`src/rtl/rgb2ycbcr_csc.sv`:
```
// rgb2ycbcr_csc: 3-stage RGB->YCbCr converter (BT.601/BT.709 full range)
// with a bypass mode. Ports: clk, rst (sync, active-high), mode_in,
// de/hsync/vsync, pixel_in {R,G,B} -> de/hsync/vsync_out,
// pixel_out {Y,Cb,Cr} (or {R,G,B} in bypass), mode_active.
// Optional macro CSC_RANGE_LIMIT_EN clamps converted outputs to studio range.
module rgb2ycbcr_csc #(
   parameter int         DATA_W       = 8,
   parameter logic [1:0] MODE_DEFAULT = 2'd0
) (
   input  logic                  clk,
   input  logic                  rst,
   input  logic [1:0]            mode_in,
   input  logic                  de,
   input  logic                  hsync,
   input  logic                  vsync,
   input  logic [3*DATA_W-1:0]   pixel_in,
   output logic                  de_out,
   output logic                  hsync_out,
   output logic                  vsync_out,
   output logic [3*DATA_W-1:0]   pixel_out,
   output logic [1:0]            mode_active
);

   localparam int PW = DATA_W + 10;
   localparam int SW = DATA_W + 12;

   localparam logic signed [SW-1:0] RND = SW'(128);
   localparam logic signed [SW-1:0] C0  = SW'(1) << (DATA_W + 7);

`ifdef CSC_RANGE_LIMIT_EN
   localparam logic [DATA_W-1:0] LO   = DATA_W'(16  << (DATA_W - 8));
   localparam logic [DATA_W-1:0] HI_Y = DATA_W'(235 << (DATA_W - 8));
   localparam logic [DATA_W-1:0] HI_C = DATA_W'(240 << (DATA_W - 8));
`else
   localparam logic [DATA_W-1:0] LO   = '0;
   localparam logic [DATA_W-1:0] HI_Y = '1;
   localparam logic [DATA_W-1:0] HI_C = '1;
`endif

   // Row-major coefficient table: k = 3*row + col, rows Y/Cb/Cr, cols R/G/B.
   function automatic logic signed [8:0] coef(input logic bt709,
                                              input int   k);
      logic signed [8:0] c;
      unique case (k)
         0:       c = bt709 ?  9'sd54  :  9'sd77;
         1:       c = bt709 ?  9'sd183 :  9'sd150;
         2:       c = bt709 ?  9'sd19  :  9'sd29;
         3:       c = bt709 ? -9'sd29  : -9'sd43;
         4:       c = bt709 ? -9'sd99  : -9'sd85;
         5:       c = 9'sd128;
         6:       c = 9'sd128;
         7:       c = bt709 ? -9'sd116 : -9'sd107;
         8:       c = bt709 ? -9'sd12  : -9'sd21;
         default: c = '0;
      endcase
      return c;
   endfunction

   function automatic logic [DATA_W-1:0] clamp(
      input logic signed [SW-1:0] v,
      input logic [DATA_W-1:0]    lo,
      input logic [DATA_W-1:0]    hi
   );
      logic signed [SW-1:0] s;
      logic [DATA_W-1:0]    r;
      s = v >>> 8;
      if (s < $signed(SW'(lo)))      r = lo;
      else if (s > $signed(SW'(hi))) r = hi;
      else                           r = s[DATA_W-1:0];
      return r;
   endfunction

   // Stage 1: frame-start mode capture and products
   logic                 vs_prev;
   logic                 frame_start;
   logic [1:0]           mode_sel;
   logic [DATA_W-1:0]    comp [3];
   logic signed [PW-1:0] prod [9];

   // The edge-cycle pixel already uses the newly requested mode.
   assign frame_start = vsync & ~vs_prev;
   assign mode_sel    = frame_start ? mode_in : mode_active;

   assign comp[0] = pixel_in[3*DATA_W-1 -: DATA_W];
   assign comp[1] = pixel_in[2*DATA_W-1 -: DATA_W];
   assign comp[2] = pixel_in[DATA_W-1   -: DATA_W];

   always_comb begin
      for (int j = 0; j < 3; j++) begin
         for (int k = 0; k < 3; k++) begin
            prod[3*j+k] = $signed(PW'({1'b0, comp[k]}))
                        * PW'(coef(mode_sel[0], 3*j+k));
         end
      end
   end

   logic signed [PW-1:0] s1_prod [9];
   logic [3*DATA_W-1:0]  s1_pix;
   logic                 s1_byp;
   logic                 s1_live;
   logic [2:0]           s1_sync;

   always_ff @(posedge clk) begin
      if (rst) begin
         vs_prev     <= 1'b0;
         mode_active <= MODE_DEFAULT;
         s1_pix      <= '0;
         s1_byp      <= 1'b0;
         s1_live     <= 1'b0;
         s1_sync     <= '0;
         for (int i = 0; i < 9; i++) s1_prod[i] <= '0;
      end else begin
         vs_prev     <= vsync;
         mode_active <= mode_sel;
         s1_pix      <= pixel_in;
         s1_byp      <= mode_sel[1];
         s1_live     <= 1'b1;
         s1_sync     <= {de, hsync, vsync};
         for (int i = 0; i < 9; i++) s1_prod[i] <= prod[i];
      end
   end

   // Stage 2: sums with chroma offset and rounding
   logic signed [SW-1:0] sum [3];

   always_comb begin
      for (int j = 0; j < 3; j++) begin
         sum[j] = SW'(s1_prod[3*j])
                + SW'(s1_prod[3*j+1])
                + SW'(s1_prod[3*j+2])
                + RND;
         if (j != 0) sum[j] = sum[j] + C0;
      end
   end

   logic signed [SW-1:0] s2_sum [3];
   logic [3*DATA_W-1:0]  s2_pix;
   logic                 s2_byp;
   logic                 s2_live;
   logic [2:0]           s2_sync;

   always_ff @(posedge clk) begin
      if (rst) begin
         s2_pix  <= '0;
         s2_byp  <= 1'b0;
         s2_live <= 1'b0;
         s2_sync <= '0;
         for (int j = 0; j < 3; j++) s2_sum[j] <= '0;
      end else begin
         s2_pix  <= s1_pix;
         s2_byp  <= s1_byp;
         s2_live <= s1_live;
         s2_sync <= s1_sync;
         for (int j = 0; j < 3; j++) s2_sum[j] <= sum[j];
      end
   end

   // Stage 3: scale, clamp, output. Flushed slots after reset stay zero.
   always_ff @(posedge clk) begin
      if (rst) begin
         de_out    <= 1'b0;
         hsync_out <= 1'b0;
         vsync_out <= 1'b0;
         pixel_out <= '0;
      end else begin
         {de_out, hsync_out, vsync_out} <= s2_sync;
         if (!s2_live)
            pixel_out <= '0;
         else if (s2_byp)
            pixel_out <= s2_pix;
         else
            pixel_out <= {clamp(s2_sum[0], LO, HI_Y),
                          clamp(s2_sum[1], LO, HI_C),
                          clamp(s2_sum[2], LO, HI_C)};
      end
   end

endmodule

```
`config.mk`:
```
export PLATFORM = sky130hd
export DESIGN_NAME = rgb2ycbcr_csc
export DESIGN_NICKNAME = d
export VERILOG_FILES = /design/src/rtl/rgb2ycbcr_csc.sv
export SDC_FILE = /design/constraint.sdc
export NUM_CORES = 1
export LEC_CHECK = 0
export BUFFER_PORTS_ARGS = -buffer_cell sky130_fd_sc_hd__buf_2
export CORE_MARGIN = 2
export CORE_UTILIZATION = 40
export CTS_CLUSTER_SIZE = 16
export DETAILED_ROUTE_END_ITERATION = 16
export HOLD_SLACK_MARGIN = 0.08
export RECOVER_POWER = 100
export SLEW_MARGIN = 20
export SYNTH_ARGS = -nofsm -noshare
export SYNTH_HDL_FRONTEND = slang
export SYNTH_SLANG_ARGS = --single-unit
```
`constraint.sdc`:
```
create_clock -name clk -period 5.3 [get_ports clk]
set_input_delay 0.265 -clock clk [delete_from_list [all_inputs] [get_ports clk]]
set_output_delay 0.265 -clock clk [all_outputs]
set_load 0.02 [all_outputs]
```
==> run metrics, run 1 <==
Post-route DRC=0; leading post-synthesis cells by cell area=ha_1 25%, dfxtp_1 24%, fa_1 18%; normalized max-slew margin=38.7%; max-cap viol count=0; H-tree levels=1; Clock Skew=0.0173 ns; Max Root-Sink Buffers=3; Core Region=46300 um^2; vias in the first global route=13.3k; fin worst setup slack=0.187 ns; Finish-stage setup viols=0; CP endpoint=s1_prod[0][65]$_SDFF_PP0_; cell taking the most area after synthesis=ha_1; WL final=43800 um; Hold WC Path Type=input pin to flip-flop; clk_lat worst skew=0.54 ns; Clock transition at path regs=0.06 ns; Worst Path Arrival=5.50 ns; Worst R2R End=s1_prod[0][65]$_SDFF_PP0_; Slew Viols, Final=0; Buffers on Ports=59; # IOs=60; root buf cell=clkbuf_16; row count=79; TritonCTS clock tree=done; syn_area_per_cell=9.50 um^2; number of enable flip-flop cells after synthesis=0; final hold violations=0; Die H=220 um; dpl ws=0.00185 ns; Hold WS=0.118 ns; crit path max fanout=13; total CTS buffers=24; top cells by count, synth=369 x ha_1, 329 x inv_1, 226 x dfxtp_1; Worst setup startpoint=vsync; initial antenna violation count=0; nets=2627; share of cells above drive strength 1=7.00%; DP HPWL=36900 um; Worst EP required=5.69 ns; grt total ovfl=0; P per Cell Area=499 nW/um^2; Cells after Synth=1958; CP startpoint kind=input pin; YS warnings=0; Synth Register Bits=226; DR WL/cell=16.4 um; number of iterations in the first detailed-routing pass=5; Cell Area, Synth=18600 um^2; min Tclk post-route=5.11 ns; DR iter-0 viols=598; FFs w/ async S/R, synth=0%; GPL Wtd Cong=0.919; DR vias=12.8k; pin count of the biggest net entering global routing=117; worst vdd ir=272 uV; Cell Count, Final, Fillers Out=2679; synth unique cells=60; WS Path Type=input pin to flip-flop; sequential area share after synthesis=24.3%; DR vias/cell=4.78; area share of the largest cell type after synthesis=24.8%; Clock Sinks=226; Tot GR Track Use=18.8%; slew of the pin with the lowest slew margin=0.919 ns; width of the chip=220 um; starting density of the core=40.2%; Area growth, synth to finish=11.5%; Reg2Reg Depth=18; Main synth FF type=dfxtp_1; first-pass GRT wire length=70600 um; setup slack, reg-to-reg=0.20 ns; status=completed; dpl cells=2629; R2R Path Start=s1_sync[0]$_SDFF_PP0_; die area=48300 um^2; CP Capture Type=flip-flop; final critical-path share of the clock period=96.5%; post-route ant nets=0; Fmax=0.196 GHz; Leak=10.7 nW; most common cell in the netlist=ha_1; Total Negative Setup Slacks=0 ns
report_power, final:
part           internal [mW]  total [mW]  leakage [nW]  switching, mW
Sequential              2.13        2.33          1.87          0.202
Combinational           2.81        6.39          8.46           3.58
Clock                  0.943        1.63         0.367          0.683
per-stage QoR:
stage | total power [mW] | utilization [%] | instance area (um^2)
final | 10.3 | 44.9 | 20800
after global routing | 11.5 | 44.9 | 20700
after CTS | 10.4 | 44.7 | 20700
after detailed placement | 8.70 | 42.9 | 19900
after global placement | 8.60 | 42.9 | 19900
after floorplan | 7.08 | - | 18600
layout make-up:
cell class | count | area, um^2
antenna | 1 | 2.50
sequential | 226 | 4520
clock buffer | 29 | 629
tap | 607 | 759
timing repair buffer | 112 | 712
clock inverter | 12 | 129
inverter | 329 | 1230
fill | 4521 | 25500
multi-input combinational | 1363 | 12800
cells in the final DEF, fill, tap and decap left out, drive strengths merged, types with 9 or more instances in the layout:
cell,instances
nand2,76
nor2b,78
dfxtp,226
nand3,15
buf,75
and3,9
conb,14
ha,369
a21o,35
inv,329
fa,171
nor2,216
a211oi,11
a21oi,78
o21ai,46
xor2,41
clkbuf,60
or2,10
xnor2,44
o21a,10
nor3,46
critical path, cell delays in order:
cell and delay (ns):
dlygate4sd3_1 0.53, buf_2 0.14, nand2b_4 0.09, buf_4 0.14
mux2i_4 0.25, buf_12 0.18, nand2_1 0.13, fa_1 0.52
inv_1 0.05, fa_1 0.53, fa_1 0.45, fa_1 0.61
ha_4 0.23, and3_1 0.18, a221o_1 0.33, or2_2 0.29
a21o_1 0.19, a21oi_1 0.17, xor2_1 0.17, nor2_1 0.05
routing by layer:
layer	routed length, um	global-route usage (%)	up-vias
li1	-	-	6500
met1	21700	26.6	6084
met2	19300	30.0	170
met3	1450	2.46	64
met4	1310	5.48	0
met5	0	0	-
state kept, by name, indices dropped and copies added, names as in the netlist:
name         flops
mode_active      2
de_out           1
s2_sum          34
s1_sync          3
s2_live          1
pixel_out       24
s2_byp           1
s1_prod        107
s1_pix          23
hsync_out        1
s1_live          1
s2_pix          24
vsync_out        1
s2_sync          3
worst min path at each step:
stage,from,end,cells past startpoint,slack (ns)
after floorplan,pixel_in[0],s1_pix[0]$_SDFF_PP0_,1,0.39
after global placement,s1_live$_DFF_P_,s2_live$_SDFF_PP0_,1,0.42
after detailed placement,s1_sync[2]$_SDFF_PP0_,s2_sync[2]$_SDFF_PP0_,1,0.42
after CTS,pixel_in[20],s1_pix[20]$_SDFF_PP0_,2,0.1
after global routing,pixel_in[20],s1_pix[20]$_SDFF_PP0_,2,0.12
final,pixel_in[23],s1_prod[0][122]$_SDFF_PP0_,3,0.12
cell families (layout without fill, tap and decap cells):
| kind of cell | Yosys count | count (layout) | share of synthesized area (%) |
|---|---|---|---|
| mux | 10 | 10 | 0.565 |
| simple gates | 481 | 481 | 11.9 |
| flops | 226 | 226 | 24.3 |
| other cells | 2 | 15 | 0.0404 |
| xor+xnor | 85 | 85 | 4.00 |
| compound gates | 233 | 233 | 8.27 |
| fa+ha+maj | 540 | 540 | 43.2 |
| buf+inv | 381 | 482 | 7.72 |
timing repair:
action	in CTS	in global routing
resized for setup	1	14
pin swaps	0	0
gates cloned	0	1
hold endpoints to repair	7	0
endpoints found under the setup margin	1	17
setup buffers	0	1
hold buffers	6	0
(Power assumes the default switching activity.)
==> inputs of run 2 (changes only) <==
--- a/config.mk
+++ b/config.mk
@@ -7,10 +7,11 @@
 export LEC_CHECK = 0
 export BUFFER_PORTS_ARGS = -buffer_cell sky130_fd_sc_hd__buf_2
 export CORE_MARGIN = 2
-export CORE_UTILIZATION = 40
+export CORE_UTILIZATION = 58
 export CTS_CLUSTER_SIZE = 16
 export DETAILED_ROUTE_END_ITERATION = 16
 export HOLD_SLACK_MARGIN = 0.08
+export PLACE_DENSITY = 0.78
 export RECOVER_POWER = 100
 export SLEW_MARGIN = 20
 export SYNTH_ARGS = -nofsm -noshare
==> run 2 against run 1 <==
Utilization up 20 points; largest cell class unchanged; largest power group unchanged; clock skew up 0.0031 ns; sequential share of layout area up 0.43 points; flip-flop and latch count unchanged; critical path depth down 1; first-iteration DRC count up 7.7%; highest routed layer unchanged; the run now ends with capacitance limit, slew limit left; worst hold slack worse by 0.0052 ns.
==> run metrics, run 2 (synthesized netlist as in run 1, its figures left out) <==
share of cells above drive strength 1=6.03%; Worst setup startpoint=s1_sync[0]$_SDFF_PP0_; root buf cell=clkbuf_16; Bufs and invs on worst path=6; R2R Path Start=s1_sync[0]$_SDFF_PP0_; DR WL/cell=16.9 um; DR iter-0 viols=644; HP Start=pixel_in[21]; Critical Path Most Common Cell=inv_1; most frequent cells in the layout=367 x ha_1, 327 x inv_1, 226 x dfxtp_1; DR vias/cell=5.35; number of iterations in the first detailed-routing pass=5; Clock Skew=0.0204 ns; DR vias=13.2k; Placed Area=19500 um^2; pin count of the biggest net entering global routing=74; Max Root-Sink Buffers=3; CP Capture Type=flip-flop; grt total ovfl=0; critical path, cell by cell=nand2b_4, mux2_4, buf_4, nand2_1, inv_1, fa_1, inv_1, fa_1, inv_1, fa_1, inv_1, fa_1, inv_1, ha_1, a2111oi_2, nor2_1, and4_1, a2111oi_1, nor4_1; clk_lat worst skew=0.54 ns; Finish-stage setup viols=0; DP HPWL=34500 um; WL final=41600 um; Leak=10.6 nW; crit path max fanout=7; post-route ant nets=0; CP startpoint kind=flip-flop; Die H=183 um; Total Negative Setup Slacks=0 ns; Area growth, synth to finish=9.39%; worst vdd ir=250 uV; initial antenna violation count=1; TritonCTS clock tree=done; Fmax=0.198 GHz; min Tclk post-route=5.05 ns; final critical-path share of the clock period=95.3%; final hold violations=0; post-route cell area=20400 um^2; max-cap viol count=1; GPL Wtd Cong=0.930; Clock Sinks=226; row count=65; total CTS buffers=25; Layout fillers=2566; slew of the pin with the lowest slew margin=1.71 ns; Post-route DRC=0; H-tree levels=1; Buffers on Ports=59; Slew Viols, Final=42; Tot GR Track Use=25.9%; failing checks=capacitance limit, slew limit; fin util=64.5%; Worst EP required=5.69 ns; Clock transition at path regs=0.06 ns; first-pass GRT wire length=68500 um; die area=33500 um^2; slowest stage delay, CP=0.53 ns; WS Path Type=flip-flop to flip-flop; dpl cells=2407; critical path's slowest cell=fa_1; Top Registers=s1_prod x107, s2_sum x34; Largest Register=s1_prod; nets=2610; most common cell after layout, fill and taps aside=ha_1; Worst Path Arrival=5.44 ns; total power=10.5 mW; starting density of the core=59.0%; Hold WC Path Type=input pin to flip-flop; vias in the first global route=13.6k; setup slack, reg-to-reg=0.25 ns; CP top delay family=adder cells; # IOs=60; P per Cell Area=514 nW/um^2; status=complete, but fails checks; Largest register FFs=107; Core Region=31600 um^2; normalized max-slew margin=-14.2%; width of the chip=183 um; Cell Count, Final, Fillers Out=2460
-- run 2: worst register-to-register path: stages, from the launching register on --
cell	delay (ns)
dfxtp_1	0.32
nand2b_4	0.16
mux2_4	0.37
buf_4	0.18
nand2_1	0.08
inv_1	0.07
fa_1	0.50
inv_1	0.05
fa_1	0.48
inv_1	0.06
fa_1	0.53
inv_1	0.05
fa_1	0.50
inv_1	0.04
ha_1	0.37
a2111oi_2	0.37
nor2_1	0.11
and4_1	0.21
a2111oi_1	0.37
nor4_1	0.09
-- run 2: path summary, 6_finish.rpt --
check | end | cells after the start
max reg2reg | s1_prod[0][12]$_SDFF_PP0_ | 19
max | s1_prod[0][12]$_SDFF_PP0_ | 19
min | s1_pix[21]$_SDFF_PP0_ | 2
min reg2reg | de_out$_SDFF_PP0_ | 1
-- run 2: metrics by stage --
stage / hold slack (ns) / worst slack (ns)
after floorplan: 0.393 / 0.146
after global placement: 0.417 / 0.0757
after detailed placement: 0.422 / -0.00638
after CTS: 0.102 / 0.0187
after global routing: 0.105 / -0.0128
final: 0.113 / 0.249
-- run 2: layer usage --
layer  track usage, %  wire length (um)  up-vias
met5                0                 0        -
met4             8.58              1300        0
met3             3.42              2010       66
met2             45.3             20200      282
met1             33.0             18100     6334
li1                 -                 -     6488
-- run 2: area by class of cell --
cell class              instances  area, um^2  share of cell area [%]
flip-flops and latches        226        4520                    22.2
clock inverters                11         111                   0.547
diodes                          1        2.50                  0.0123
clock buffers                  34         699                    3.44
multi-input cells            1363       12700                    62.6
repair buffers                 94         544                    2.67
inverters                     329        1230                    6.07
well taps                     402         503                    2.47
-- run 2: what timing repair did --
action	CTS	global route
gates cloned	0	0
pin swaps	0	3
resized for setup	2	21
endpoints found under the setup margin	3	20
endpoints found under the hold margin	7	0
setup buffers	0	1
hold buffers	6	0
-- run 2: where the power goes --
group	switching (mW)	internal, mW	leakage (nW)
Sequential	0.226	2.13	1.87
Clock	0.701	0.984	0.396
Combinational	3.66	2.75	8.35
==> inputs of run 3 (changes only) <==
==> constraint.sdc (replaced) <==
create_clock -name clk -period 5.3 [get_ports clk]
set_input_delay 0.53 -clock clk [delete_from_list [all_inputs] [get_ports clk]]
set_output_delay 0.53 -clock clk [all_outputs]
set_load 0.02 [all_outputs]
==> run 3 against run 2 <==
The run now ends clean; non-clock buffer count up 51; clock power about the same; sequential share of layout area down 0.42 points; flip-flop and latch count unchanged; largest cell class unchanged; critical endpoint is now s1_prod[0][89]$_SDFF_PP0_; register-to-register slack worse by 0.08 ns.
==> run metrics, run 3 (synthesized netlist as in run 1, its figures left out) <==
most frequent cells in the layout=369 x ha_1, 329 x inv_1, 226 x dfxtp_1; TritonCTS clock tree=done; grt total ovfl=0; width of the chip=183 um; Seq pwr share=21.8%; dpl cells=2465; Post-CTS Hold Fix Bufs=0; Core Region=31600 um^2; Finish-stage setup viols=0; Tot GR Track Use=26.0%; internal power=6.11 mW; Die H=183 um; Post-route DRC=0; initial antenna violation count=1; normalized max-slew margin=44.2%; WS Path Type=flip-flop to flip-flop; pin count of the biggest net entering global routing=112; H-tree levels=1; Critical Path Most Common Cell=fa_1; # IOs=60; Fmax=0.195 GHz; post-route cell area=20700 um^2; DR vias/cell=5.37; Max Root-Sink Buffers=3; number of iterations in the first detailed-routing pass=5; final hold violations=0; DP HPWL=34700 um; most common cell after layout, fill and taps aside=ha_1; nets=2659; fin worst setup slack=0.172 ns; critical path, cell by cell=nand2b_2, mux2_4, buf_8, nand2_1, xnor2_1, ha_1, nand2b_1, fa_1, inv_1, fa_1, fa_1, inv_1, ha_1, nor2b_1, o2111ai_1, nand4b_1, a31o_2, a31o_2, xnor2_1, nor2_1; first-pass GRT wire length=68400 um; Clock transition at path regs=0.06 ns; Largest register FFs=107; Sw Ratio=42.9%; GPL Wtd Cong=0.978; Placed Area=19900 um^2; Sw Pwr=4.60 mW; starting density of the core=59.0%; vias in the first global route=13.6k; slowest stage delay, CP=0.54 ns; RSZ-0062 raised after global routing=true; Clk network pwr share=15.8%; CP startpoint kind=flip-flop; critical path's slowest cell=fa_1; min Tclk post-route=5.13 ns; DR iter-0 viols=779; Worst Path Arrival=5.52 ns; die area=33500 um^2; Layout fillers=2489; Clock Skew=0.0286 ns; Leak=11.0 nW; CP Capture Type=flip-flop; total CTS buffers=23; clk_lat worst skew=0.54 ns; Antenna diodes=0; register area=4520 um^2; Worst EP required=5.69 ns; final critical-path share of the clock period=96.8%; Largest Register=s1_prod; Top Registers=s1_prod x107, s2_sum x34; row count=65; DR vias=13.5k; status=completed; slew of the pin with the lowest slew margin=0.836 ns; area of the multi-input gates=12700 um^2; share of cells above drive strength 1=10.0%; WL final=42400 um; Slew Viols, Final=0; crit path max fanout=25; max-cap viol count=0; Clock Sinks=226; dpl ws=-0.154 ns; post-route ant nets=0; DR WL/cell=16.9 um; P per Cell Area=516 nW/um^2; Area growth, synth to finish=11.5%; Hold WC Path Type=input pin to flip-flop; root buf cell=clkbuf_16; Combinational Power Share=62.3%; Cell Count, Final, Fillers Out=2507; worst vdd ir=309 uV; Buffers on Ports=59
==> run 3: cell types whose count changed in the layout (fill, tap and decap cells not counted), sizes merged, moves of 2 or more <==
cell / change
dlygate4sd3: -6
buf: +94
clkinv: -2
clkinvlp: +5
inv: -2
bufinv: +2
clkbuf: -43
==> run 3: cell type report <==
| type | instances | share of cell area (%) |
|---|---|---|
| Multi-Input combinational cell | 1363 | 61.3 |
| Clock buffer | 28 | 2.96 |
| Tap cell | 402 | 2.42 |
| Clock inverter | 14 | 0.929 |
| Timing Repair Buffer | 145 | 4.60 |
| Sequential cell | 226 | 21.8 |
| Inverter | 329 | 5.95 |
==> run 3: worst max-delay path: cells and delay by family (launching register included) <==
family,cells,cell delay (ns)
multiplexers,1,0.29
adder cells (fa/ha/maj),5,2.03
AO/OA/AOI/OAI,3,0.78
AND/OR/NAND/NOR,6,0.94
flip-flops,1,0.31
buffers and inverters,3,0.30
XOR/XNOR,2,0.32
==> run 3: stage by stage <==
stage	TNS [ns]	hold slack [ns]	total power, mW	utilization (%)
after global placement	-0.169	0.417	8.68	63.1
after global routing	-0.0552	0.218	11.7	65.7
after floorplan	0	0.414	7.08	-
after detailed placement	-0.687	0.424	8.89	63.1
final	0	0.206	10.7	65.7
after CTS	0	0.200	10.7	65.6
==> run 3: timing repair <==
| action | CTS | global route |
|---|---|---|
| hold endpoints to repair | 0 | 0 |
| endpoints found under the setup margin | 0 | 15 |
| gates resized for setup | 0 | 9 |
| setup buffers | 0 | 0 |
==> run 3: power by group through the flow <==
stage                     Combinational, mW  Clock, mW  Sequential [mW]
final                                  6.67       1.70             2.34
after global routing                   7.55       1.78             2.37
after CTS                              6.63       1.71             2.34
after detailed placement               6.52          0             2.37
after global placement                 6.31          0             2.37
after floorplan                        4.78          0             2.30
==> run 3: routing by layer <==
layer	track usage [%]	wire length [um]
met1	34.8	19200
met2	42.4	19200
met3	4.73	2490
met4	9.28	1580
met5	0	8
==> run 3: final timing paths <==
path / from / end / slack [ns] / depth (start not counted)
worst min register to register: s1_pix[9]$_SDFF_PP0_ / s2_pix[9]$_SDFF_PP0_ / 0.43 / 1
worst min-delay path: de / s1_sync[2]$_SDFF_PP0_ / 0.21 / 2
worst max register to register: s1_sync[0]$_SDFF_PP0_ / s1_prod[0][89]$_SDFF_PP0_ / 0.17 / 20
worst max-delay path: s1_sync[0]$_SDFF_PP0_ / s1_prod[0][89]$_SDFF_PP0_ / 0.17 / 20
